<file path="config.mk">
export PLATFORM = sky130hd
export DESIGN_NAME = pipeline_exec_ctrl
export DESIGN_NICKNAME = d
export VERILOG_FILES = /design/src/rtl/pipeline_exec_ctrl.sv
export SDC_FILE = /design/constraint.sdc
export NUM_CORES = 1
export LEC_CHECK = 0
export CORE_ASPECT_RATIO = 0.5
export CORE_MARGIN = 5
export CORE_UTILIZATION = 40
export CTS_CLUSTER_DIAMETER = 200
export DETAILED_ROUTE_END_ITERATION = 6
export PLACE_DENSITY = 0.8
export SYNTH_ARGS = -nofsm -noshare
export SYNTH_HDL_FRONTEND = slang
export SYNTH_SLANG_ARGS = --single-unit
</file>
<file path="constraint.sdc">
create_clock -name clk -period 2.35 [get_ports clk]
set_input_delay 0.47 -clock clk [delete_from_list [all_inputs] [get_ports clk]]
set_output_delay 0.47 -clock clk [all_outputs]
set_load 0.005 [all_outputs]
</file>
<file path="src/rtl/pipeline_exec_ctrl.sv">
// Run/step/halt sequencer for the 5-stage pipeline: owns the global pipeline enable,
// drains on HALT, counts enabled cycles. Breakpoint stop is built with PIPE_CTRL_BREAKPOINT_EN.
module pipeline_exec_ctrl #(
  parameter int DRAIN_CYCLES = 3,
  parameter int CNT_W        = 32,
  parameter int PC_W         = 32
) (
  input  logic             clk,
  input  logic             rst_n,
  input  logic             cmd_valid,
  input  logic [1:0]       cmd_code,
  output logic             cmd_ready,
  output logic             cmd_err,
  input  logic             halt_id,
  input  logic [PC_W-1:0]  pc_if,
  input  logic             bp_valid,
  input  logic [PC_W-1:0]  bp_addr,
  output logic             pipe_en,
  output logic             pc_hold,
  output logic             ifid_nop,
  output logic             pipe_flush,
  output logic             done,
  output logic             bp_hit,
  output logic [2:0]       state_o,
  output logic [CNT_W-1:0] cycle_cnt
);

  // state  | meaning
  // IDLE   | pipeline frozen, waiting for a command
  // RUN    | free-running until STOP, HALT in ID or breakpoint
  // STEP   | single enabled cycle, then back to IDLE
  // DRAIN  | HALT seen in ID, PC frozen, letting it retire from WB
  // HALTED | drain complete, only CLEAR leaves
  // FLUSH  | one-cycle clear of all pipeline registers and the counter
  localparam logic [2:0] S_IDLE   = 3'd0;
  localparam logic [2:0] S_RUN    = 3'd1;
  localparam logic [2:0] S_STEP   = 3'd2;
  localparam logic [2:0] S_DRAIN  = 3'd3;
  localparam logic [2:0] S_HALTED = 3'd4;
  localparam logic [2:0] S_FLUSH  = 3'd5;

  localparam logic [1:0] C_STOP  = 2'd0;
  localparam logic [1:0] C_RUN   = 2'd1;
  localparam logic [1:0] C_STEP  = 2'd2;
  localparam logic [1:0] C_CLEAR = 2'd3;

  localparam int DW = (DRAIN_CYCLES > 1) ? $clog2(DRAIN_CYCLES) : 1;
  localparam logic [DW-1:0] DRAIN_LAST = DW'(DRAIN_CYCLES - 1);

  logic [2:0]       state_q, state_d;
  logic [DW-1:0]    drain_q, drain_d;
  logic [CNT_W-1:0] cnt_q;
  logic             cmd_ready_q, cmd_ready_d;
  logic             cmd_err_q, cmd_err_d;
  logic             done_q, done_d;
  logic             run_first_q, run_first_d;
  logic             accept;
  logic             bp_match;

  assign accept = cmd_valid & cmd_ready_q;

`ifdef PIPE_CTRL_BREAKPOINT_EN
  // HALT in ID outranks the breakpoint; the first RUN cycle skips it so RUN can resume past it.
  assign bp_match = (state_q == S_RUN) & bp_valid & (pc_if == bp_addr) & ~run_first_q & ~halt_id;
`else
  logic bp_unused;
  assign bp_unused = ^{bp_valid, bp_addr, pc_if, run_first_q};
  assign bp_match  = 1'b0;
`endif

  always_comb begin
    state_d     = state_q;
    drain_d     = drain_q;
    cmd_err_d   = 1'b0;
    done_d      = 1'b0;
    run_first_d = 1'b0;
    case (state_q)
      S_IDLE: begin
        if (accept) begin
          case (cmd_code)
            C_RUN: begin
              state_d     = S_RUN;
              run_first_d = 1'b1;
            end
            C_STEP: begin
              state_d = halt_id ? S_DRAIN : S_STEP;
              drain_d = '0;
            end
            C_CLEAR: state_d = S_FLUSH;
            default: ;
          endcase
        end
      end
      S_RUN: begin
        if (halt_id) begin
          state_d = S_DRAIN;
          drain_d = '0;
          if (accept) cmd_err_d = 1'b1;
        end else begin
          if (accept) begin
            if (cmd_code == C_STOP) state_d = S_IDLE;
            else cmd_err_d = 1'b1;
          end
          if (bp_match) state_d = S_IDLE;
        end
      end
      S_STEP:  state_d = S_IDLE;
      S_DRAIN: begin
        if (drain_q == DRAIN_LAST) begin
          state_d = S_HALTED;
          drain_d = '0;
          done_d  = 1'b1;
        end else begin
          drain_d = drain_q + 1'b1;
        end
      end
      S_HALTED: begin
        if (accept) begin
          if (cmd_code == C_CLEAR) state_d = S_FLUSH;
          else if (cmd_code != C_STOP) cmd_err_d = 1'b1;
        end
      end
      S_FLUSH: state_d = S_IDLE;
      default: state_d = S_IDLE;
    endcase
  end

  // Ready is registered so it reads 0 while reset is applied.
  assign cmd_ready_d = (state_d == S_IDLE) | (state_d == S_RUN) | (state_d == S_HALTED);

  always_ff @(posedge clk or negedge rst_n) begin
    if (!rst_n) begin
      state_q     <= S_IDLE;
      drain_q     <= '0;
      cmd_ready_q <= 1'b0;
      cmd_err_q   <= 1'b0;
      done_q      <= 1'b0;
      run_first_q <= 1'b0;
    end else begin
      state_q     <= state_d;
      drain_q     <= drain_d;
      cmd_ready_q <= cmd_ready_d;
      cmd_err_q   <= cmd_err_d;
      done_q      <= done_d;
      run_first_q <= run_first_d;
    end
  end

  always_ff @(posedge clk or negedge rst_n) begin
    if (!rst_n) begin
      cnt_q <= '0;
    end else if (state_q == S_FLUSH) begin
      cnt_q <= '0;
    end else if (pipe_en && (cnt_q != {CNT_W{1'b1}})) begin
      cnt_q <= cnt_q + 1'b1;
    end
  end

  assign pipe_en    = ((state_q == S_RUN) & ~bp_match) | (state_q == S_STEP) | (state_q == S_DRAIN);
  assign pc_hold    = (state_q == S_DRAIN) | ((state_q == S_RUN) & halt_id);
  assign ifid_nop   = pc_hold;
  assign pipe_flush = (state_q == S_FLUSH);
  assign done       = done_q;
  assign bp_hit     = bp_match;
  assign cmd_ready  = cmd_ready_q;
  assign cmd_err    = cmd_err_q;
  assign state_o    = state_q;
  assign cycle_cnt  = cnt_q;

endmodule

</file>
==> run summary, run 1 <==
The detail route stage leaves a number of antenna-violating nets equal to 0. The length of routed wiring on met1 is 2.579 mm. In this run the cell area measured after placement is 0.002885 mm². The clock latency at the later pin of the worst-skew pair came out at 0.28 ns. In this run the worst setup path begins at state_o[2].

The count of unresolved DRC violations after routing came out at 0. For this run, asynchronously set or reset flops after synthesis account for 100.0%. The detailed-route via count came out at 2230. At the worst endpoint, the required time is 1.88 ns. Of all cell types, the one taking the most synthesized area is sky130_fd_sc_hd__dfrtp_1. The maximum VDD drop came out at 0.0005168 V. The area growth from synthesis to final layout came out at 35.42%. The violation count after the first detailed-routing iteration is 143.

Max-cap violations in this run came to 0. The largest net degree at the start of global routing came out at 41. The first detailed-routing pass ran for 4 iterations.

The endpoint of the most critical register-to-register path is cycle_cnt[6]. The effective utilization at floorplan came out at 41.17%. The maximum clock insertion buffer count is 2.

The final critical path takes up 92.74% of the cycle. The setup total negative slack came out at 0 ns. STA classifies the critical path startpoint as a flip-flop. The non-filler instance count after layout is 384.

The switching share of total power came out at 31.26%. The post-detailed-route wirelength per cell came out at 15.42 µm. The endpoint arrival time on the critical path came out at 1.71 ns. The net switching power figure is 803.7 µW. The reg2reg setup slack is 0.18 ns. The chip width came out at 116.3 µm. Leaving out fill and tap cells, the most frequent cell in the layout is sky130_fd_sc_hd__clkdlybuf4s50_1. Of the total power, the clock network draws 29.7%. The via count of the first global-routing pass was 2134.

The netlist uses 38 different library cells. The power density over cell area came out at 839.6 mW/mm². In the routed layout, each cell is associated on average with a via count of 5.807. The cell leakage power is 0.001236 µW. The clock-pin slew reported for the worst setup and hold paths after clock tree synthesis came out at 0.06 ns. The combinational share of power came out at 36.3%. The post-synthesis register bit count came out at 40. Counting cells, the worst reg-to-reg path comes to 7. Setup repair after global routing left no endpoint under its margin.

The number of antenna violations at the first check in global routing is 0. The floorplan die area came out at 0.007347 mm². The total placed cells including tap cells is 375. The detailed placer's ending HPWL is 4.236 mm.

The total area inside the core boundary comes to 0.005492 mm². The wire length of the first global-routing pass is 9.942 mm. The count of input and output buffers came out at 47.

In the global route stage, overall resource usage came out at 16.41%. Counting every net in the synthesized netlist gives 324. In this run the top signal layer used is met4. The sequential element share of the synthesized area came out at 44.27%. The share of synthesized area in the top cell type comes to 44.27%. Setup violations remaining at the end of the flow were counted as 0. The cell-internal power is 1767 µW. Buffers inserted during clock tree synthesis total 5. The count of inserted antenna diode cells is 0. The mean instance size in the synthesized netlist is 9.080 µm². The number of hold violations in the final report is 0. Wires add up to 5.920 mm. The time the worst path needs with I/O delays and setup came out at 2.179 ns.

The count of warnings emitted by yosys came out at 0. Static timing analysis puts the maximum clock frequency at 0.4589 GHz. The aggregate global routing overflow is 0.

STA classifies the critical path endpoint as a primary output. The initialized floorplan defines 19 standard-cell rows. In this run the cell area of the synthesized design comes to 0.002261 mm². The met2 layer wire length in the routed design is 3.006 mm.

The detailed route wirelength on metal3 is 239 µm. The worst min-delay path class is input pin to asynchronous set/reset pin. Leaving out fill and tap cells, the most frequent cells in the layout are 46 x sky130_fd_sc_hd__clkdlybuf4s50_1, 40 x sky130_fd_sc_hd__dfrtp_1, 25 x sky130_fd_sc_hd__a21oi_1, 22 x sky130_fd_sc_hd__nand2_1, 20 x sky130_fd_sc_hd__or3_1. The worst clock skew on the final layout is 0.004155 ns.

At the end of routability-driven placement, the weighted congestion stood at 0.8795. The cell count after synthesis is 249. The post-layout instance area is 0.003062 mm².

The flow ran to the end, and the final reports show no timing, DRC or antenna violations. CTS built an H-tree with a depth of 2. The die height came out at 63.16 µm.

The power share of the sequential group came out at 33.9%. The proportion of layout cells with a drive suffix above 1 is 9.968%. TritonCTS built the clock tree. By area the synthesized netlist is led by sky130_fd_sc_hd__dfrtp_1 44%, sky130_fd_sc_hd__a21oi_1 5.5%, sky130_fd_sc_hd__or3_1 5.5%. The total I/O pin count came out at 114. The number of fill cells in the layout came out at 478. The cell sitting at the root of the clock tree is a sky130_fd_sc_hd__clkbuf_16. Headroom to the max-slew limit came out at 39.93%. In this run the critical register-to-register path is launched from cycle_cnt[0]. The max-slew violation count came out at 0.

Among all flip-flop cells after synthesis, the most frequent one is sky130_fd_sc_hd__dfrtp_1. The number of flops mapped to enable cells by yosys is 0. The number of nets in the layout is 385. The number of clock sinks came out at 40.

At the pin with the least slew margin, the transition time is 0.9010 ns. The biggest fanout along the worst timing path is 12. By startpoint and endpoint, the worst setup path is classified as flip-flop to primary output.
-- per-layer routing --
metal	global-route usage, %	vias to the layer above
met2	29.49	56
met1	19.55	1102
li1	-	1062
met4	5.499	0
met5	0	-
met3	3.155	10
-- metrics by stage --
step	worst slack, ns	util (%)	hold WS (ns)	power (µW)
final	0.1707	55.75	0.3195	2571
after global routing	0.04964	55.75	0.4276	2713
after CTS	0.03059	55.53	0.3531	2588
after detailed placement	0.07793	52.54	0.5128	1815
after global placement	0.1389	52.54	0.4998	1773
after floorplan	0.2202	-	0.1744	1316
-- worst max-delay path: stages, from the launching register on --
cell	delay, ns
sky130_fd_sc_hd__dfrtp_1	0.38
sky130_fd_sc_hd__buf_4	0.18
sky130_fd_sc_hd__nor2b_1	0.15
sky130_fd_sc_hd__o21a_1	0.20
sky130_fd_sc_hd__clkdlybuf4s50_1	0.52
-- cells in the mapped netlist (all sizes together), types with 3 or more instances --
cell type and instances:
a21o 4, a21oi 25, and2 3, and4 3, buf 6, clkbuf 5
dfrtp 40, ha 4, inv 3, nand2 22, nand3 14, nand3b 4
nand4 15, nor2 9, nor3 5, nor4 4, o211ai 9, o21ai 23
o31ai 9, or3 20, or4 6
-- final cells by class --
cell class	instances	area [µm²]	area share, %
repair buffers	65	613.1	20.02
multi-input cells	193	1174	38.33
flip-flops and latches	40	1001	32.69
inverters	5	18.77	0.6130
clock buffers	6	128.9	4.209
well taps	73	91.34	2.983
clock inverters	2	35.03	1.144
-- kinds of logic (layout without fill, tap and decap cells) --
| group | Yosys count | after routing | share of synthesized area, % |
|---|---|---|---|
| flip-flops | 40 | 40 | 44.27 |
| AO/OA/AOI/OAI | 72 | 72 | 18.59 |
| XOR/XNOR | 2 | 2 | 0.7749 |
| adder cells (fa/ha/maj) | 4 | 4 | 2.214 |
| AND/OR/NAND/NOR | 114 | 114 | 29.94 |
| buffers and inverters | 16 | 78 | 4.040 |
| other | 1 | 1 | 0.1659 |
-- power groups by stage --
stage	Sequential [µW]	Combinational, µW	Clock, µW
after detailed placement	881	934	0
final	873	934	764
after floorplan	904	411	0
after CTS	872	941	776
after global routing	884	1020	808
after global placement	875	898	0
-- worst max path at each step --
stage | end | slack (ns)
final | pc_hold | 0.17
after global routing | cycle_cnt[14] | 0.05
after CTS | cycle_cnt[31] | 0.03
after detailed placement | cycle_cnt[31] | 0.08
after global placement | cycle_cnt[29] | 0.14
after floorplan | cycle_cnt[1] | 0.22
-- timing repair --
action,4_1_cts,5_1_grt
hold buffers,0,0
endpoints found under the setup margin,0,8
setup buffers,0,1
resized for setup,0,1
-- registers in the layout, indices dropped and copies added, names as in the netlist --
| signal | cells |
|---|---|
| cycle_cnt | 32 |
| state_o | 3 |
| drain_q | 2 |
| cmd_err | 1 |
| cmd_ready | 1 |
| done | 1 |
Note: power is estimated with default switching activity, not from simulation.
==> inputs of run 2 (changes only) <==
--- a/config.mk
+++ b/config.mk
@@ -7,8 +7,9 @@
 export LEC_CHECK = 0
+export CELL_PAD_IN_SITES_DETAIL_PLACEMENT = 0
+export CELL_PAD_IN_SITES_GLOBAL_PLACEMENT = 1
 export CORE_ASPECT_RATIO = 0.5
-export CORE_MARGIN = 5
-export CORE_UTILIZATION = 40
+export CORE_UTILIZATION = 29
 export CTS_CLUSTER_DIAMETER = 200
 export DETAILED_ROUTE_END_ITERATION = 6
-export PLACE_DENSITY = 0.8
+export PLACE_DENSITY_LB_ADDON = 0.1
 export SYNTH_ARGS = -nofsm -noshare
--- a/constraint.sdc
+++ b/constraint.sdc
@@ -3,2 +3,2 @@
 set_output_delay 0.47 -clock clk [all_outputs]
-set_load 0.005 [all_outputs]
+set_load 0.02 [all_outputs]
==> run summary, run 2 (synthesized netlist as in run 1, its figures left out) <==
The global routing usage summed across all routing layers is 16.04%. The required time at the worst-slack endpoint is 1.88 ns. The setup path with the least slack is of type flip-flop to primary output. CTS placed an instance of sky130_fd_sc_hd__clkbuf_16 at the clock tree root. The net switching power figure is 951.8 µW.

In this run the vertical extent of the chip is 64.44 µm. The H-tree generated during clock tree synthesis spans 2 levels. The area growth from synthesis to final layout came out at 38.13%. Together, buffers and inverters on the worst path number 2. In this run the horizontal extent of the chip is 126.9 µm.

The setup check on the worst reg-to-reg path leaves a slack of 0.21 ns. The launch point of the worst path is state_o[2]. The placeable core region came out at 0.007432 mm². The largest net degree at the start of global routing is 27. The number of max-capacitance violations reported is 0.

The detailed-route via count is 2156. The worst setup path is captured at a primary output. The wire length of the first global-routing pass came out at 10.14 mm. The final weighted congestion in routability-driven placement came out at 0.7773. The portion of total power attributed to the clock network came out at 26.8%. The remaining max-slew budget at the tightest pin came out at 57.04%.

The detailed placer's ending HPWL is 4.311 mm. Setup repair after global routing left no endpoint under its margin. The combinational share of power is 40.3%. The aggregate global routing overflow is 0.

The startpoint identified for the worst register-to-register timing path is cycle_cnt[0]. The effective utilization at floorplan came out at 30.42%. The first-pass detailed-route iteration total is 4.

The average vias per placed instance is 5.208. The overall power is 2642 µW. The setup violation total in the final timing report is 0. The total clock buffers created by CTS came out at 5. The maximum VDD drop is 0.0004353 V. The number of nets with antenna violations after detailed routing came out at 0. For this design the ratio of total power to cell area is 845.9 mW/mm². The worst path uses 95.46% of the clock period. The kind of cell adding the most delay to the critical path is buffers and inverters. The power share of the sequential group is 32.9%. The library cell used most frequently in the layout, excluding fill and tap cells, is sky130_fd_sc_hd__clkdlybuf4s50_1. The worst-case reg-to-reg path depth is 7.

The count of inserted antenna diode cells came out at 0. The signal on the critical path passes through buf_4, nor2b_1, o21a_1, clkdlybuf4s50_1. The number of fill cells in the layout is 753.

The endpoint arrival time on the critical path came out at 1.77 ns. The total of cells resized after clock tree synthesis came out at 0. Counting along the longest clock path gives a buffer depth of 2. The cell leakage power is 0.001265 µW. The violation count after the first detailed-routing iteration came out at 87. Leaving out fill and tap cells, the most frequent cells in the layout are 46 x sky130_fd_sc_hd__clkdlybuf4s50_1, 40 x sky130_fd_sc_hd__dfrtp_1, 25 x sky130_fd_sc_hd__a21oi_1, 24 x sky130_fd_sc_hd__buf_4, 22 x sky130_fd_sc_hd__nand2_1. STA classifies the critical path startpoint as a flip-flop. The post-detailed-route wirelength per cell is 14.68 µm. The number of antenna violations at the first check in global routing came out at 0. The number of clock sinks came out at 40. The endpoint identified for the worst register-to-register timing path is cycle_cnt[5]. The setup total negative slack is 0 ns.

The number of hold violations in the final report came out at 0. The max-slew violation count came out at 0. TritonCTS built the clock tree.

The most critical setup path has its endpoint at ifid_nop. The internal power of the cells totals 1690 µW. The sum of routed wire length over all layers is 6.078 mm.

The slew at the pin closest to its max-slew limit is 0.6444 ns. The worst min-delay path class is input pin to asynchronous set/reset pin. The maximum operating frequency came out at 0.4458 GHz.

Along the worst path, the maximum fanout reaches 12. The run finished with clean final reports. The floorplan die area came out at 0.008175 mm². The clock-pin slew reported for the worst setup and hold paths after clock tree synthesis is 0.06 ns.

In this run the number of cells on the critical path is 4. In this run switching power makes up 36.03% of total power. The slowest stage cell on the critical path is sky130_fd_sc_hd__clkdlybuf4s50_1. Row generation in the floorplan step produced 22 rows. The total I/O pin count is 114.

The count of unresolved DRC violations after routing is 0. Subtracting the final worst setup slack from the clock period gives 2.243 ns. At the end of the flow, the number of nets in the layout was 392. The via count of the first global-routing pass came out at 2022. Of the cells placed in the final design, the portion with a size suffix greater than 1 is 11.95%.

The clock arrives with 0.008705 ns of skew. The clock latency at the later pin of the worst-skew pair is 0.29 ns. The register with the most flip-flops in the layout has 32 of them. Buffers placed on the I/O ports in this run total 47. The largest single stage delay on the critical path is 0.61 ns.
[run 2: changes by cell type in the layout (fill, tap and decap cells not counted)]
cell                        before  now
sky130_fd_sc_hd__clkbuf_8        0    1
sky130_fd_sc_hd__bufinv_16       1    0
sky130_fd_sc_hd__clkinv_2        1    2
sky130_fd_sc_hd__nor3_2          1    0
sky130_fd_sc_hd__buf_4          17   24
sky130_fd_sc_hd__nor3_1          4    5
sky130_fd_sc_hd__clkbuf_1        1    0
[run 2: worst min-delay path by stage]
stage,endpoint
after CTS,cycle_cnt[18]
after global placement,drain_q[0]
after floorplan,cmd_err
final,cycle_cnt[18]
after detailed placement,drain_q[0]
after global routing,cycle_cnt[18]
[run 2: timing repair]
action | in CTS | in global routing
buffers inserted | 0 | 1
setup endpoints to repair | 0 | 4
hold buffers | 0 | 0
[run 2: routing by layer]
layer	global-route usage [%]	vias up	routed length (µm)
met5	0	-	0
li1	-	1072	-
met3	3.964	5	187
met1	21.87	1047	3132
met4	4.762	0	61
met2	25.21	32	2696
[run 2: power groups by stage]
stage | registers (µW) | logic [µW] | clock network [µW]
2_1_floorplan | 1000 | 451 | 0
3_3_place_gp | 875 | 1070 | 0
3_5_place_dp | 879 | 1070 | 0
4_1_cts | 868 | 1080 | 728
5_1_grt | 884 | 1170 | 760
6_report | 869 | 1060 | 708
[run 2: area by class of cell]
class	instances	area, µm²	area share (%)
multi-input combinational	193	1169	37.42
sequential	40	1001	32.05
tap	96	120.1	3.846
clock buffer	6	138.9	4.447
timing repair buffer	72	665.6	21.31
inverter	5	18.77	0.6010
clock inverter	2	10.01	0.3205
[run 2: stage by stage]
stage | utilization (%) | area, µm² | hold slack [ns] | setup slack (ns) | std cells
after floorplan | - | 2261 | 0.1744 | 0.09166 | 249
after global placement | 39.92 | 2967 | 0.5022 | 0.1183 | 405
after detailed placement | 39.92 | 2967 | 0.5149 | 0.09703 | 405
after CTS | 41.92 | 3115 | 0.2264 | 0.08743 | 413
after global routing | 42.02 | 3123 | 0.2465 | 0.03519 | 414
final | 42.02 | 3123 | 0.1984 | 0.1067 | 414
[run 2: worst register-to-register path: stages, from the launching register on]
cell                      delay (ns)
sky130_fd_sc_hd__dfrtp_1        0.35
sky130_fd_sc_hd__ha_1           0.17
sky130_fd_sc_hd__nand3_1        0.17
sky130_fd_sc_hd__or4_4          0.61
sky130_fd_sc_hd__nor4b_4        0.32
sky130_fd_sc_hd__buf_12         0.21
sky130_fd_sc_hd__or3_1          0.12
sky130_fd_sc_hd__a21oi_1        0.06
==> inputs of run 3 (changes only) <==
- SETUP_SLACK_MARGIN: not set -> 0.1
- SLEW_MARGIN: not set -> 20
==> run summary, run 3 (synthesized netlist as in run 1, its figures left out) <==
The global routing usage summed across all routing layers is 15.95%. The required time at the worst-slack endpoint is 2.51 ns. Summed over all layers, the global routing overflow is 0.

The tightest hold margin is 0.1165 ns. The post-layout instance area is 0.003141 mm². Max-cap violations in this run came to 0. The area of combinational cells with multiple inputs is 0.001177 mm². The number of fill cells in the layout came out at 760. The H-tree depth came out at 2. The first-pass detailed-route iteration total came out at 4. The number of nets with antenna violations after detailed routing is 0.

Among all stages on the critical path, the largest delay is contributed by sky130_fd_sc_hd__or4_4. The cell leakage power is 0.001288 µW. The average vias per placed instance came out at 5.336. The kind of end point of the critical path is a flip-flop. The reg2reg setup slack came out at 0.21 ns. The hold buffer count at CTS is 0. In this run the critical register-to-register path is launched from cycle_cnt[0].

Clock tree synthesis found a total of 40 sinks. Cells with a size suffix above 1 make up 12.58% of the layout. The final design utilization came out at 42.26%. The tightest min-delay check is of the input pin to asynchronous set/reset pin type. The top cell types in the final layout, fill and taps aside, are 43 x sky130_fd_sc_hd__clkdlybuf4s50_1, 38 x sky130_fd_sc_hd__dfrtp_1, 25 x sky130_fd_sc_hd__a21oi_1, 23 x sky130_fd_sc_hd__buf_4, 22 x sky130_fd_sc_hd__nand2_1.

The count of input and output buffers came out at 47. For this run, the top clock speed supported by timing is 0.4684 GHz. The final setup slack of the worst path came out at 0.2149 ns.

The wire-length estimate of the detail-placed layout is 4.444 mm. Measured along the y axis, the die boundary spans 64.44 µm. The tree is rooted in a sky130_fd_sc_hd__clkbuf_16.

Of all nets on the critical path, the largest fanout is 6. The number of core rows came out at 22. The count of unresolved DRC violations after routing came out at 0. The worst register-to-register path has a depth of 7.

The kind of cell with the highest combined delay along the critical path is simple AND/OR/NAND/NOR gates. Across the routed clock network, the largest skew measured is 0.007676 ns. The endpoint arrival time on the critical path is 2.30 ns.

The placeable core region is 0.007432 mm². 0 antenna diodes ended up in the layout. The floorplan die area came out at 0.008175 mm². The library cell used most frequently in the layout, excluding fill and tap cells, is sky130_fd_sc_hd__clkdlybuf4s50_1. Setup repair after global routing left no endpoint under its margin.

The number of antenna violations at the first check in global routing is 0. The max-slew violation count came to 0. Clock-pin slew was measured on the worst setup and hold paths at 0.06 ns. The power density over cell area came out at 822.7 mW/mm².

The flow ran to the end, and the final reports show no timing, DRC or antenna violations. The part of the cycle the worst path needs is 90.85%. From left edge to right edge, the die measures 126.9 µm. The effective utilization at floorplan is 30.42%. The worst register-to-register path ends at cycle_cnt[23]. The final weighted congestion in routability-driven placement came out at 0.7632. The number of hold violations in the final report is 0. The number of nets in the layout is 392.

On the worst path, the slowest cell contributes a delay of 0.58 ns. The maximum VDD drop is 0.0004682 V. The classification of the worst setup path is flip-flop to flip-flop. Relative to the synthesized area, the layout overhead comes to 38.90%. The clock latency at the later pin of the worst-skew pair came out at 0.28 ns. The largest net degree at the start of global routing came out at 27.

Setup violations remaining at the end of the flow were counted as 0. The sum of routed wire length over all layers is 6.178 mm. The worst slack at placement came out at 0.1491 ns. Counting the buffers created by CTS gives 5.

The setup total negative slack came out at 0 ns. Walking the worst path, the cells encountered are ha_1, nand3_2, or4_4, o211ai_1, buf_4, xor2_1, nor2_1. The via count of the first global-routing pass came to 2046. The detailed-route via count is 2209. No sink is reached through more buffers than the 2 on the longest clock path.

The register area is 0.001003 mm². The total I/O pin count came out at 114. The violation count after the first detailed-routing iteration is 121.

The wire length of the first global-routing pass came out at 10.21 mm. The buffer and inverter count on the worst path is 1. The time the worst path needs with I/O delays and setup is 2.135 ns. TritonCTS built the clock tree. The post-placement cell area came out at 0.002962 mm². The worst setup path is launched from a flip-flop. The flip-flop count of the largest register, all copies and words added came out at 32. The post-detailed-route wirelength per cell is 14.92 µm.
==> run 3: where the power goes <==
group | internal, µW | total, µW | switching [µW]
registers | 793 | 889 | 95.5
logic | 462 | 1030 | 570
clock network | 393 | 663 | 271
total | 1650 | 2580 | 936
==> run 3: per-layer routing <==
metal | wire length (µm) | GRT usage (%) | vias up
li1 | - | - | 1082
met1 | 3151 | 22.08 | 1092
met2 | 2833 | 25.14 | 30
met3 | 144 | 3.716 | 5
met4 | 48 | 4.018 | 0
met5 | 0 | 0 | -
==> run 3: worst max path at each step <==
stage	startpoint	endpoint	slack (ns)	cells past startpoint
final	cycle_cnt[0]	cycle_cnt[23]	0.21	7
after CTS	state_o[1]	pipe_flush	0.11	4
after floorplan	cycle_cnt[4]	cycle_cnt[1]	0.15	7
after global placement	cycle_cnt[0]	cycle_cnt[23]	0.17	7
after global routing	cycle_cnt[4]	cycle_cnt[27]	0.11	7
after detailed placement	cycle_cnt[0]	cycle_cnt[6]	0.15	7
==> run 3: area by class of cell <==
type / instances / share of cell area, %
clock buffers: 7 / 4.223
inverters: 5 / 0.5976
flip-flops and latches: 40 / 31.95
well taps: 96 / 3.825
clock inverters: 1 / 0.1594
repair buffers: 72 / 21.75
multi-input cells: 193 / 37.49
==> run 3: stage by stage <==
stage,cells,power [µW]
6_report,414,2584
5_1_grt,414,2738
3_3_place_gp,404,1932
4_1_cts,412,2603
3_5_place_dp,404,1940
2_1_floorplan,249,1457
==> run 3: repair_timing <==
item	CTS	global route
setup endpoints to repair	2	22
setup buffers	0	1
resized for setup	2	3
gates cloned	0	1
pin swaps	0	3
